**config.mk**
```make
export PLATFORM = sky130hd
export DESIGN_NAME = init_table_rom
export DESIGN_NICKNAME = d
export VERILOG_FILES = /design/src/rtl/init_table_rom.sv
export SDC_FILE = /design/constraint.sdc
export NUM_CORES = 1
export LEC_CHECK = 0
export BUFFER_PORTS_ARGS = -buffer_cell sky130_fd_sc_hd__buf_4
export CORE_ASPECT_RATIO = 1.1
export CORE_MARGIN = 2
export CORE_UTILIZATION = 61
export DETAILED_ROUTE_END_ITERATION = 8
export PLACE_DENSITY = 0.86
export SYNTH_ARGS = -nofsm -noshare
export SYNTH_HDL_FRONTEND = slang
export SYNTH_SLANG_ARGS = --single-unit
```
**constraint.sdc**
```tcl
create_clock -name clk -period 2.6 [get_ports clk]
set_input_delay 0.13 -clock clk [delete_from_list [all_inputs] [get_ports clk]]
set_output_delay 0.13 -clock clk [all_outputs]
set_load 0.01 [all_outputs]
```
**src/rtl/init_table_rom.sv**
```systemverilog
// Parametrised lookup table self-loaded with BASE + i*STEP after every reset or
// on request, with a registered ready/valid read port and runtime entry overwrite.
module init_table_rom #(
    parameter int DATA_W = 4,
    parameter int DEPTH  = 8,
    parameter int ADDR_W = 3,
    parameter int BASE   = 0,
    parameter int STEP   = 2
) (
    input  logic              clk,
    input  logic              rst_n,
    input  logic              init_req,
    output logic              busy,
    output logic              rd_ready,
    input  logic              rd_req,
    input  logic [ADDR_W-1:0] rd_addr,
    output logic              rd_valid,
    output logic [DATA_W-1:0] rd_data,
    output logic              rd_err,
    input  logic              wr_en,
    input  logic [ADDR_W-1:0] wr_addr,
    input  logic [DATA_W-1:0] wr_data
);

    typedef enum logic [0:0] {
        ST_INIT = 1'b0,
        ST_IDLE = 1'b1
    } state_t;

    localparam logic [ADDR_W:0]   DEPTH_L  = (ADDR_W+1)'(DEPTH);
    localparam logic [ADDR_W-1:0] LAST_IDX = ADDR_W'(DEPTH - 1);
    localparam logic [DATA_W-1:0] BASE_L   = DATA_W'(BASE);
    localparam logic [DATA_W-1:0] STEP_L   = DATA_W'(STEP);

    // Modular arithmetic: truncating each operand to DATA_W bits keeps the result exact mod 2**DATA_W
    function automatic logic [DATA_W-1:0] pattern(input logic [ADDR_W-1:0] i);
        return BASE_L + DATA_W'(i) * STEP_L;
    endfunction

    function automatic logic in_range(input logic [ADDR_W-1:0] a);
        return ({1'b0, a} < DEPTH_L);
    endfunction

    state_t              state_q, state_d;
    logic [ADDR_W-1:0]   idx_q, idx_d;
    logic                busy_q, busy_d;
    logic                rd_valid_q, rd_valid_d;
    logic [DATA_W-1:0]   rd_data_q, rd_data_d;
    logic                rd_err_q, rd_err_d;
    logic [DATA_W-1:0]   mem_q [DEPTH];
    logic                mem_we;
    logic [ADDR_W-1:0]   mem_waddr;
    logic [DATA_W-1:0]   mem_wdata;

    // Next-state, read-port and table-write decode
    always_comb begin
        state_d    = state_q;
        idx_d      = idx_q;
        rd_valid_d = 1'b0;
        rd_err_d   = 1'b0;
        rd_data_d  = rd_data_q;
        mem_we     = 1'b0;
        mem_waddr  = idx_q;
        mem_wdata  = pattern(idx_q);
        case (state_q)
            ST_INIT: begin
                mem_we = 1'b1;
                if (idx_q == LAST_IDX) begin
                    state_d = ST_IDLE;
                    idx_d   = {ADDR_W{1'b0}};
                end else begin
                    idx_d = idx_q + ADDR_W'(1);
                end
            end
            ST_IDLE: begin
                if (init_req) begin
                    state_d = ST_INIT;
                    idx_d   = {ADDR_W{1'b0}};
                end else begin
                    // Read samples the table before this edge's write lands
                    if (rd_req) begin
                        rd_valid_d = 1'b1;
                        if (in_range(rd_addr)) begin
                            rd_data_d = mem_q[rd_addr];
                            rd_err_d  = 1'b0;
                        end else begin
                            rd_data_d = {DATA_W{1'b0}};
                            rd_err_d  = 1'b1;
                        end
                    end else begin
                        rd_valid_d = 1'b0;
                    end
                    if (wr_en && in_range(wr_addr)) begin
                        mem_we    = 1'b1;
                        mem_waddr = wr_addr;
                        mem_wdata = wr_data;
                    end else begin
                        mem_we = 1'b0;
                    end
                end
            end
            default: begin
                state_d = ST_INIT;
                idx_d   = {ADDR_W{1'b0}};
            end
        endcase
        busy_d = (state_d == ST_INIT);
    end

    // Control and output registers with synchronous active-low reset
    always_ff @(posedge clk) begin
        if (!rst_n) begin
            state_q    <= ST_INIT;
            idx_q      <= {ADDR_W{1'b0}};
            busy_q     <= 1'b1;
            rd_valid_q <= 1'b0;
            rd_data_q  <= {DATA_W{1'b0}};
            rd_err_q   <= 1'b0;
        end else begin
            state_q    <= state_d;
            idx_q      <= idx_d;
            busy_q     <= busy_d;
            rd_valid_q <= rd_valid_d;
            rd_data_q  <= rd_data_d;
            rd_err_q   <= rd_err_d;
        end
    end

    // Table storage; contents survive reset and are reloaded by the init engine
    always_ff @(posedge clk) begin
        if (rst_n && mem_we) begin
            mem_q[mem_waddr] <= mem_wdata;
        end
    end

    assign busy     = busy_q;
    assign rd_ready = ~busy_q;
    assign rd_valid = rd_valid_q;
    assign rd_data  = rd_data_q;
    assign rd_err   = rd_err_q;

endmodule

```
==> summary.txt, run 1 <==
status: complete, no violations
number of vias per cell: 5.85
Slew Viols, Final: 0
peak supply drop: 0.000508 V
Compound-Gate Fraction of Synth Area: 0.0706
f_max: 523 MHz
mux cell area share after synthesis: 0.127
most frequent cells in the layout: edfxtp_1, buf_4, nor2_1
Slew @ Worst Pin: 0.554 ns
RSZ-0062 raised after global routing: false
Post-Synth XOR/XNOR Area: 0
Critical Path Source Type: register
worst reg-to-reg setup slack: 0.69 ns
share of layout cells above drive strength 1: 0.255
area occupied by multi-input gates: 616 um^2
placed cells: 186
chip height: 61.7 um
vias in the first global route: 1084
Yosys cell types: 34
setup TNS: 0 ns
core area: 0.00283 mm^2
CTS root buf: clkbuf_4
WP data arrival: 1.94 ns
commonest non-fill, non-tap cell in the layout: edfxtp_1
Final Skew: 0.00547 ns
Routed WL per cell: 16.5 um
mean post-synth cell area: 13.5 um^2
Crit path max-delay family: simple AND/OR/NAND/NOR gates
antenna diode count: 0
cts-stage hold buffer count: 0
largest family of logic cells by synthesized area: multiplexers
total gr overflow: 0
fill count: 195
Worst-Skew Late Latency: 0.34 ns
Seq/Total Area, Yosys: 0.630
PD cells: 608 mW/mm^2
Max-slew headroom: 0.627
Worst-path clk slew: 0.11 ns
clock sink count: 42
H-tree Lvls: 2
CP Cell Sequence: nand3b_1, mux2_2, nor2_1
post-route insts no fill: 194
row cnt: 20
fin crit share: 0.735
Area growth syn-to-layout: 12.4%
DRT Pass-1 Iters: 4
crit end category: register
cells after synthesis: 137
Max Cap Viol: 0
critical-path maximum fanout: 14
HP Start: rst_n
1st-iter DRT viols: 34
Post-Syn Area: 0.00184 mm^2
post-synthesis simple-gate area fraction: 0.121
GP Congestion: 0.832
drc violations: 0
Final setup viols: 0
CTS tree: yes
Tmin final: 1.91 ns
detailed placer's ending HPWL: 2390 um
Final ANT Viol Nets: 0
port bufs: 21
post-CTS sizing: 0
Die X-Extent: 56.4 um
Slowest Stage Delay on Critical Path: 0.56 ns
Setup CP Type: register to register
Yosys reg bits: 42
Post-synth EDFFs: 32
Worst Hold Depth: 2
final hold vios: 0
Hold Path Class: primary input to register
Worst R2R Start: state_q
CTS Buf Count: 5
GRT Util Overall: 0.201
hold endpoint: idx_q[1]
FF-to-FF path depth: 3
Worst path slowest cell: dfxtp_1
io pins: 23
Nets: 177
first-pass GRT wire length: 5040 um
Syn Nets: 154
worst reg2reg endpoint: mem_q[6][0]
Post-CTS Setup Bufs: 0
WL final: 3200 um
clk buf depth: 2
via count: 1134
Crit path required time: 2.63 ns
sequential cell area: 0.00116 mm^2
die area: 0.00348 mm^2
Leak: 0.825 nW
Critical path buffers and inverters: 0
top_reg_cell synth: edfxtp_1
Synth Area in Adders: 0.0136
largest net degree at the start of global routing: 18
FFs w/ async S/R, synth: 0
initial core utilization: 0.652
initial antenna violation count: 0
Syn. warnings: 0
routing by layer:
layer / routed length, um / track usage / vias up
met1: 1370 / 0.236 / 530
li1: - / - / 551
met5: 0 / 0 / -
met3: 187 / 0.0525 / 4
met2: 1610 / 0.371 / 49
met4: 26 / 0.0612 / 0
power by group:
part / internal, mW / leakage [nW] / switching, mW
combinational: 0.0509 / 0.400 / 0.0599
clock: 0.199 / 0.0450 / 0.194
sequential: 0.745 / 0.380 / 0.0120
flip-flops by register name (all words and copies together), names as in the netlist:
register / cells
rd_valid: 1
mem_q: 32
state_q: 1
idx_q: 3
rd_data: 4
busy: 1
how the worst max path moves through the flow:
stage | from | end | slack (ns) | cells past startpoint
after floorplan | state_q | mem_q[6][0] | 1.10 | 3
after global placement | state_q | mem_q[6][0] | 0.79 | 3
after detailed placement | state_q | mem_q[6][1] | 0.71 | 3
after CTS | state_q | mem_q[6][1] | 0.71 | 3
after global routing | state_q | mem_q[6][3] | 0.54 | 3
final | state_q | mem_q[6][0] | 0.69 | 3
area by class of cell:
cell class                 count  area share
clock buffer                   5      0.0181
clock inverter                 3      0.0193
inverter                       5     0.00906
multi-input combinational     85       0.297
sequential                    42       0.560
tap                           33      0.0199
timing repair buffer          21      0.0761
worst register-to-register path, stage by stage (launching register included):
cell and delay (ns):
dfxtp_1 0.56, nand3b_1 0.37, mux2_2 0.40, nor2_1 0.28
Yosys cell counts (2+ instances only):
cell,count,share of area
nor2_1,12,0.024
and2_1,2,0.0068
inv_1,5,0.010
mux2_2,11,0.067
ha_1,2,0.014
nand2_1,6,0.012
a22o_1,3,0.014
o21ai_0,2,0.0054
mux2i_1,11,0.060
o31ai_1,3,0.012
dfxtp_1,10,0.11
nand3_1,5,0.014
o22ai_1,5,0.017
edfxtp_1,32,0.52
nand3b_1,2,0.0081
nor2b_1,8,0.027
kinds of logic after synthesis:
| group | Yosys count |
|---|---|
| other | 1 |
| adders and majority gates | 2 |
| muxes | 22 |
| buffers and inverters | 10 |
| AOI/OAI and AO/OA | 18 |
| DFF | 42 |
| and+or+nand+nor | 42 |
per-stage QoR:
step	area [um^2]	worst slack [ns]	hold WS [ns]	power, mW	util
after floorplan	1840	1.10	0.323	0.844	-
after global placement	1990	0.785	0.433	0.878	0.705
after detailed placement	1990	0.714	0.446	0.881	0.705
after CTS	2070	0.705	0.0762	1.27	0.733
after global routing	2070	0.544	0.0816	1.31	0.733
final	2070	0.688	0.0925	1.26	0.733
Power figures use the tool's default switching activity.
==> inputs of run 2 (changes only) <==
--- a/config.mk
+++ b/config.mk
@@ -5,12 +5,13 @@
 export SDC_FILE = /design/constraint.sdc
 export NUM_CORES = 1
 export LEC_CHECK = 0
+export ABC_AREA = 1
 export BUFFER_PORTS_ARGS = -buffer_cell sky130_fd_sc_hd__buf_4
 export CORE_ASPECT_RATIO = 1.1
 export CORE_MARGIN = 2
-export CORE_UTILIZATION = 61
+export CORE_UTILIZATION = 51
 export DETAILED_ROUTE_END_ITERATION = 8
-export PLACE_DENSITY = 0.86
+export PLACE_DENSITY = 0.77
 export SYNTH_ARGS = -nofsm -noshare
 export SYNTH_HDL_FRONTEND = slang
 export SYNTH_SLANG_ARGS = --single-unit
==> constraint.sdc (replaced) <==
create_clock -name clk -period 1.7 [get_ports clk]
set_input_delay 0.085 -clock clk [delete_from_list [all_inputs] [get_ports clk]]
set_output_delay 0.085 -clock clk [all_outputs]
set_load 0.01 [all_outputs]
==> run 2 against run 1 <==
  * Clock-buffer cell count increased by 2
  * Setup slack got worse by 0.59 ns
  * Clock skew about the same
  * Critical path depth increased by 3
  * Global-route usage decreased by 2.3 points
  * Synthesized area increased by 3.5%
==> summary.txt, run 2 <==
status: complete, no violations
Final Skew: 0.00508 ns
Worst Hold Depth: 2
max reg flops: 32
Max Cap Viol: 0
fraction of power consumed by sequential logic: 0.575
crit end category: register
FFs w/ async S/R, synth: 0
RSZ-0062 raised after global routing: true
DRT Pass-1 Iters: 4
Routed WL per cell: 12.0 um
Post-CTS Setup Bufs: 0
Syn. warnings: 0
most frequent cells in the layout: nand2_1, inv_1, edfxtp_1
Critical Path Source Type: register
detailed placer's ending HPWL: 2550 um
drc violations: 0
Yosys cell types: 19
peak supply drop: 0.000581 V
core area: 0.00363 mm^2
cts-stage hold buffer count: 0
chip height: 68.2 um
initial antenna violation count: 0
cells after synthesis: 205
CTS root buf: clkbuf_8
Most flops, register: mem_q
clk buf depth: 2
Final ANT Viol Nets: 0
Slowest Stage Delay on Critical Path: 0.35 ns
Crit path required time: 1.66 ns
FF-to-FF path depth: 6
Crit path max-delay family: simple AND/OR/NAND/NOR gates
final core occ: 0.614
CP Cell Sequence: inv_2, nor2_8, nand2_4, o21ai_2, nand2_1, nor2_1
H-tree Lvls: 2
Sw Ratio: 0.217
Post-Syn Area: 0.00191 mm^2
most frequent cell after synthesis: nand2_1
placed cells: 274
1st-iter DRT viols: 104
vias in the first global route: 1172
f_max: 624 MHz
Synth top area share: 0.504
GRT Util Overall: 0.178
Worst-path clk slew: 0.07 ns
number of vias per cell: 4.70
top_reg_cell synth: edfxtp_1
final setup margin: 0.0964 ns
WP data arrival: 1.56 ns
P_sw: 436 uW
Worst path slowest cell: dfxtp_1
mean post-synth cell area: 9.31 um^2
initial core utilization: 0.526
largest net degree at the start of global routing: 18
io pins: 23
clock sink count: 42
share of layout cells above drive strength 1: 0.207
Tmin final: 1.60 ns
WP depth: 6
GP Congestion: 0.816
internal power: 1.57 mW
Hold Path Class: primary input to register
Leak: 1.02 nW
first-pass GRT wire length: 5480 um
Final setup viols: 0
PD cells: 902 mW/mm^2
clock group share of total power: 0.335
Syn Nets: 222
antenna diode count: 0
WL final: 3380 um
commonest non-fill, non-tap cell in the layout: nand2_1
Die X-Extent: 62.3 um
DP Worst Slack: 0.0759 ns
via count: 1325
critical-path maximum fanout: 9
Slew Viols, Final: 0
Worst-Skew Late Latency: 0.29 ns
Post-synth EDFFs: 32
leading area contributor after synthesis: edfxtp_1
Gate power share: 0.090
fin crit share: 0.943
final hold vios: 0
largest cells by area after synthesis: edfxtp_1, nand2_1, dfxtp_1
Nets: 248
row cnt: 23
Design Power: 2.01 mW
post-route insts no fill: 282
total gr overflow: 0
Seq/Total Area, Yosys: 0.609
port bufs: 21
Yosys reg bits: 42
post-CTS sizing: 0
CTS tree: yes
Area growth syn-to-layout: 16.6%
Setup CP Type: register to register
Critical path buffers and inverters: 1
CTS Buf Count: 5
Commonest cells post-synth: nand2_1, inv_1, edfxtp_1
die area: 0.00425 mm^2
[run 2: per-layer routing]
| metal | wire length, um | up-vias | track usage |
|---|---|---|---|
| met4 | 65 | 0 | 0.0833 |
| li1 | - | 699 | - |
| met1 | 1360 | 576 | 0.199 |
| met2 | 1750 | 43 | 0.317 |
| met5 | 0 | - | 0 |
| met3 | 208 | 7 | 0.0576 |
[run 2: logic make-up after synthesis]
logic type      share of synthesized area
fa+ha+maj                          0.0131
compound gates                     0.0407
flops                               0.609
simple gates                        0.238
other cells                       0.00197
buf+inv                            0.0977
[run 2: path summary, 6_finish.rpt]
check / start / end / slack [ns]
setup / recovery: state_q / mem_q[5][0] / 0.1
hold / removal: rst_n / idx_q[0] / 0.06
setup reg to reg: state_q / mem_q[5][0] / 0.1
hold reg to reg: rd_data[1] / rd_data[1] / 0.47
[run 2: worst register-to-register path: cells and delay by family, from the launching register on]
kind,cells,cell delay (ns)
AND/OR/NAND/NOR,4,0.70
buffers and inverters,1,0.09
flip-flops,1,0.35
AO/OA/AOI/OAI,1,0.14
[run 2: power groups by stage]
stage / Clock [mW] / Sequential (mW) / Combinational [mW]
finish: 0.673 / 1.15 / 0.181
global placement: 0 / 1.18 / 0.176
CTS: 0.696 / 1.15 / 0.180
global route: 0.731 / 1.16 / 0.207
detailed placement: 0 / 1.18 / 0.179
floorplan: 0 / 1.17 / 0.120
[run 2: area by class of cell]
cell class                 count  area (um^2)
clock buffer                   7         96.3
clock inverter                 1         3.75
fill                         333         1400
inverter                      40          150
multi-input combinational    118          571
sequential                    42         1160
tap                           50         62.6
timing repair buffer          24          180
[run 2: stage by stage]
step / instance area (um^2) / setup TNS (ns) / hold WS [ns]
finish: 2220 / 0 / 0.0598
global route: 2220 / -0.735 / 0.0522
CTS: 2210 / 0 / 0.0502
detailed placement: 2110 / 0 / 0.363
global placement: 2110 / 0 / 0.361
floorplan: 1910 / 0 / 0.232
==> inputs of run 3 (changes only) <==
--- a/config.mk
+++ b/config.mk
@@ -5,7 +5,7 @@
 export SDC_FILE = /design/constraint.sdc
 export NUM_CORES = 1
 export LEC_CHECK = 0
-export ABC_AREA = 1
+export ABC_AREA = 0
 export BUFFER_PORTS_ARGS = -buffer_cell sky130_fd_sc_hd__buf_4
 export CORE_ASPECT_RATIO = 1.1
 export CORE_MARGIN = 2
==> constraint.sdc (replaced) <==
create_clock -name clk -period 1.7 [get_ports clk]
set_input_delay 0.255 -clock clk [delete_from_list [all_inputs] [get_ports clk]]
set_output_delay 0.255 -clock clk [all_outputs]
set_load 0.01 [all_outputs]
==> run 3 against run 2 <==
  * First-iteration DRC count fell by 39%
  * Critical path depth is 3 lower
  * Worst hold slack improved by 0.16 ns
  * Power down 4.1%
  * Sequential cell count unchanged
  * Cell area fell by 4.8%
==> summary.txt, run 3 (synthesized netlist as in run 1, its figures left out) <==
number of vias per cell: 5.29
share of layout cells above drive strength 1: 0.261
Post-Layout Inst Area: 0.00212 mm^2
Routed WL per cell: 15.2 um
post-CTS sizing: 0
internal power: 1.53 mW
detailed placer's ending HPWL: 2510 um
Worst Hold Depth: 2
Die X-Extent: 61.3 um
final hold vios: 0
CTS Buf Count: 5
total gr overflow: 0
first-pass GRT wire length: 5200 um
row cnt: 22
WP data arrival: 1.58 ns
CTS root buf: clkbuf_4
GRT Util Overall: 0.183
Gate power share: 0.093
final core occ: 0.626
clock sink count: 42
fill count: 264
Final ANT Viol Nets: 0
Final Skew: 0.00631 ns
setup TNS: 0 ns
largest net degree at the start of global routing: 18
Critical Path Source Type: register
clock group share of total power: 0.308
die area: 0.00411 mm^2
critical-path maximum fanout: 7
core area: 0.00339 mm^2
drc violations: 0
commonest non-fill, non-tap cell in the layout: edfxtp_1
clk buf depth: 2
Tmin final: 1.57 ns
Worst-Skew Late Latency: 0.33 ns
initial core utilization: 0.544
PD cells: 909 mW/mm^2
Leak: 0.840 nW
status: complete, no violations
CTS tree: yes
Area growth syn-to-layout: 14.9%
Setup CP Type: register to register
FF-to-FF path depth: 3
antenna diode count: 0
crit end category: register
1st-iter DRT viols: 63
Worst-path clk slew: 0.11 ns
Crit path required time: 1.71 ns
initial antenna violation count: 0
Max Cap Viol: 0
peak supply drop: 0.000416 V
Post-CTS Setup Bufs: 0
Nets: 181
chip height: 67.1 um
RSZ-0062 raised after global routing: true
Hold Path Class: primary input to register
cts-stage hold buffer count: 0
fin crit share: 0.924
DRT Pass-1 Iters: 4
port bufs: 21
max reg flops: 32
H-tree Lvls: 2
f_max: 637 MHz
io pins: 23
Final setup viols: 0
Slew Viols, Final: 0
via count: 1127
Most flops, register: mem_q
P_sw: 391 uW
vias in the first global route: 1134
fraction of power consumed by sequential logic: 0.599
WL final: 3240 um
GP Congestion: 0.832
most frequent cells in the layout: edfxtp_1, buf_4, nor2_1
Design Power: 1.92 mW
Area after DPL: 0.00204 mm^2
Sw Ratio: 0.203
-- run 3: changes by cell type in the layout (fill, tap and decap cells not counted), moves of 5 or more --
cell and delta:
nand3_1 -22, inv_1 -31, nand2_1 -52, a21oi_1 -7, clkbuf_4 +5, o22ai_1 +5
mux2_2 +11, nor2b_1 +8, mux2i_1 +11, clkbuf_8 -7
-- run 3: final timing paths --
path | slack (ns) | startpoint | end
worst max-delay path | 0.13 | state_q | mem_q[2][0]
worst min-delay path | 0.22 | rst_n | idx_q[2]
worst min register to register | 0.48 | rd_data[0] | rd_data[0]
worst max register to register | 0.13 | state_q | mem_q[2][0]
-- run 3: routing by layer --
| metal | vias to the layer above | routed length [um] | part of all wire | track usage |
|---|---|---|---|---|
| li1 | 560 | - | - | - |
| met1 | 512 | 1290 | 0.40 | 0.209 |
| met2 | 41 | 1610 | 0.50 | 0.294 |
| met3 | 14 | 206 | 0.064 | 0.0563 |
| met4 | 0 | 127 | 0.039 | 0.109 |
| met5 | - | 0 | 0 | 0 |
-- run 3: layout make-up --
class | instances | area [um^2] | share of cell area
Timing Repair Buffer | 25 | 188 | 0.0886
Clock inverter | 1 | 30.0 | 0.0142
Tap cell | 48 | 60.1 | 0.0284
Clock buffer | 7 | 45.0 | 0.0213
Multi-Input combinational cell | 85 | 616 | 0.291
Sequential cell | 42 | 1160 | 0.548
Inverter | 5 | 18.8 | 0.00886
-- run 3: power by group through the flow --
stage,Combinational (mW),Sequential [mW],Clock [mW]
2_1_floorplan,0.117,1.17,0
5_1_grt,0.199,1.16,0.651
3_5_place_dp,0.179,1.18,0
3_3_place_gp,0.175,1.18,0
6_report,0.180,1.15,0.593
4_1_cts,0.180,1.15,0.607
-- run 3: worst max-delay path, cell delays in order, from the launching register on --
cell and delay (ns):
dfxtp_1 0.44, nor4bb_1 0.29, o21ai_0 0.20, nor2_1 0.33
-- run 3: stage by stage --
stage / hold slack, ns / worst slack (ns) / cells
floorplan: 0.448 / 0.203 / 137
global placement: 0.462 / 0.139 / 205
detailed placement: 0.464 / 0.112 / 205
CTS: 0.212 / 0.122 / 213
global route: 0.216 / -0.0318 / 213
finish: 0.220 / 0.129 / 213
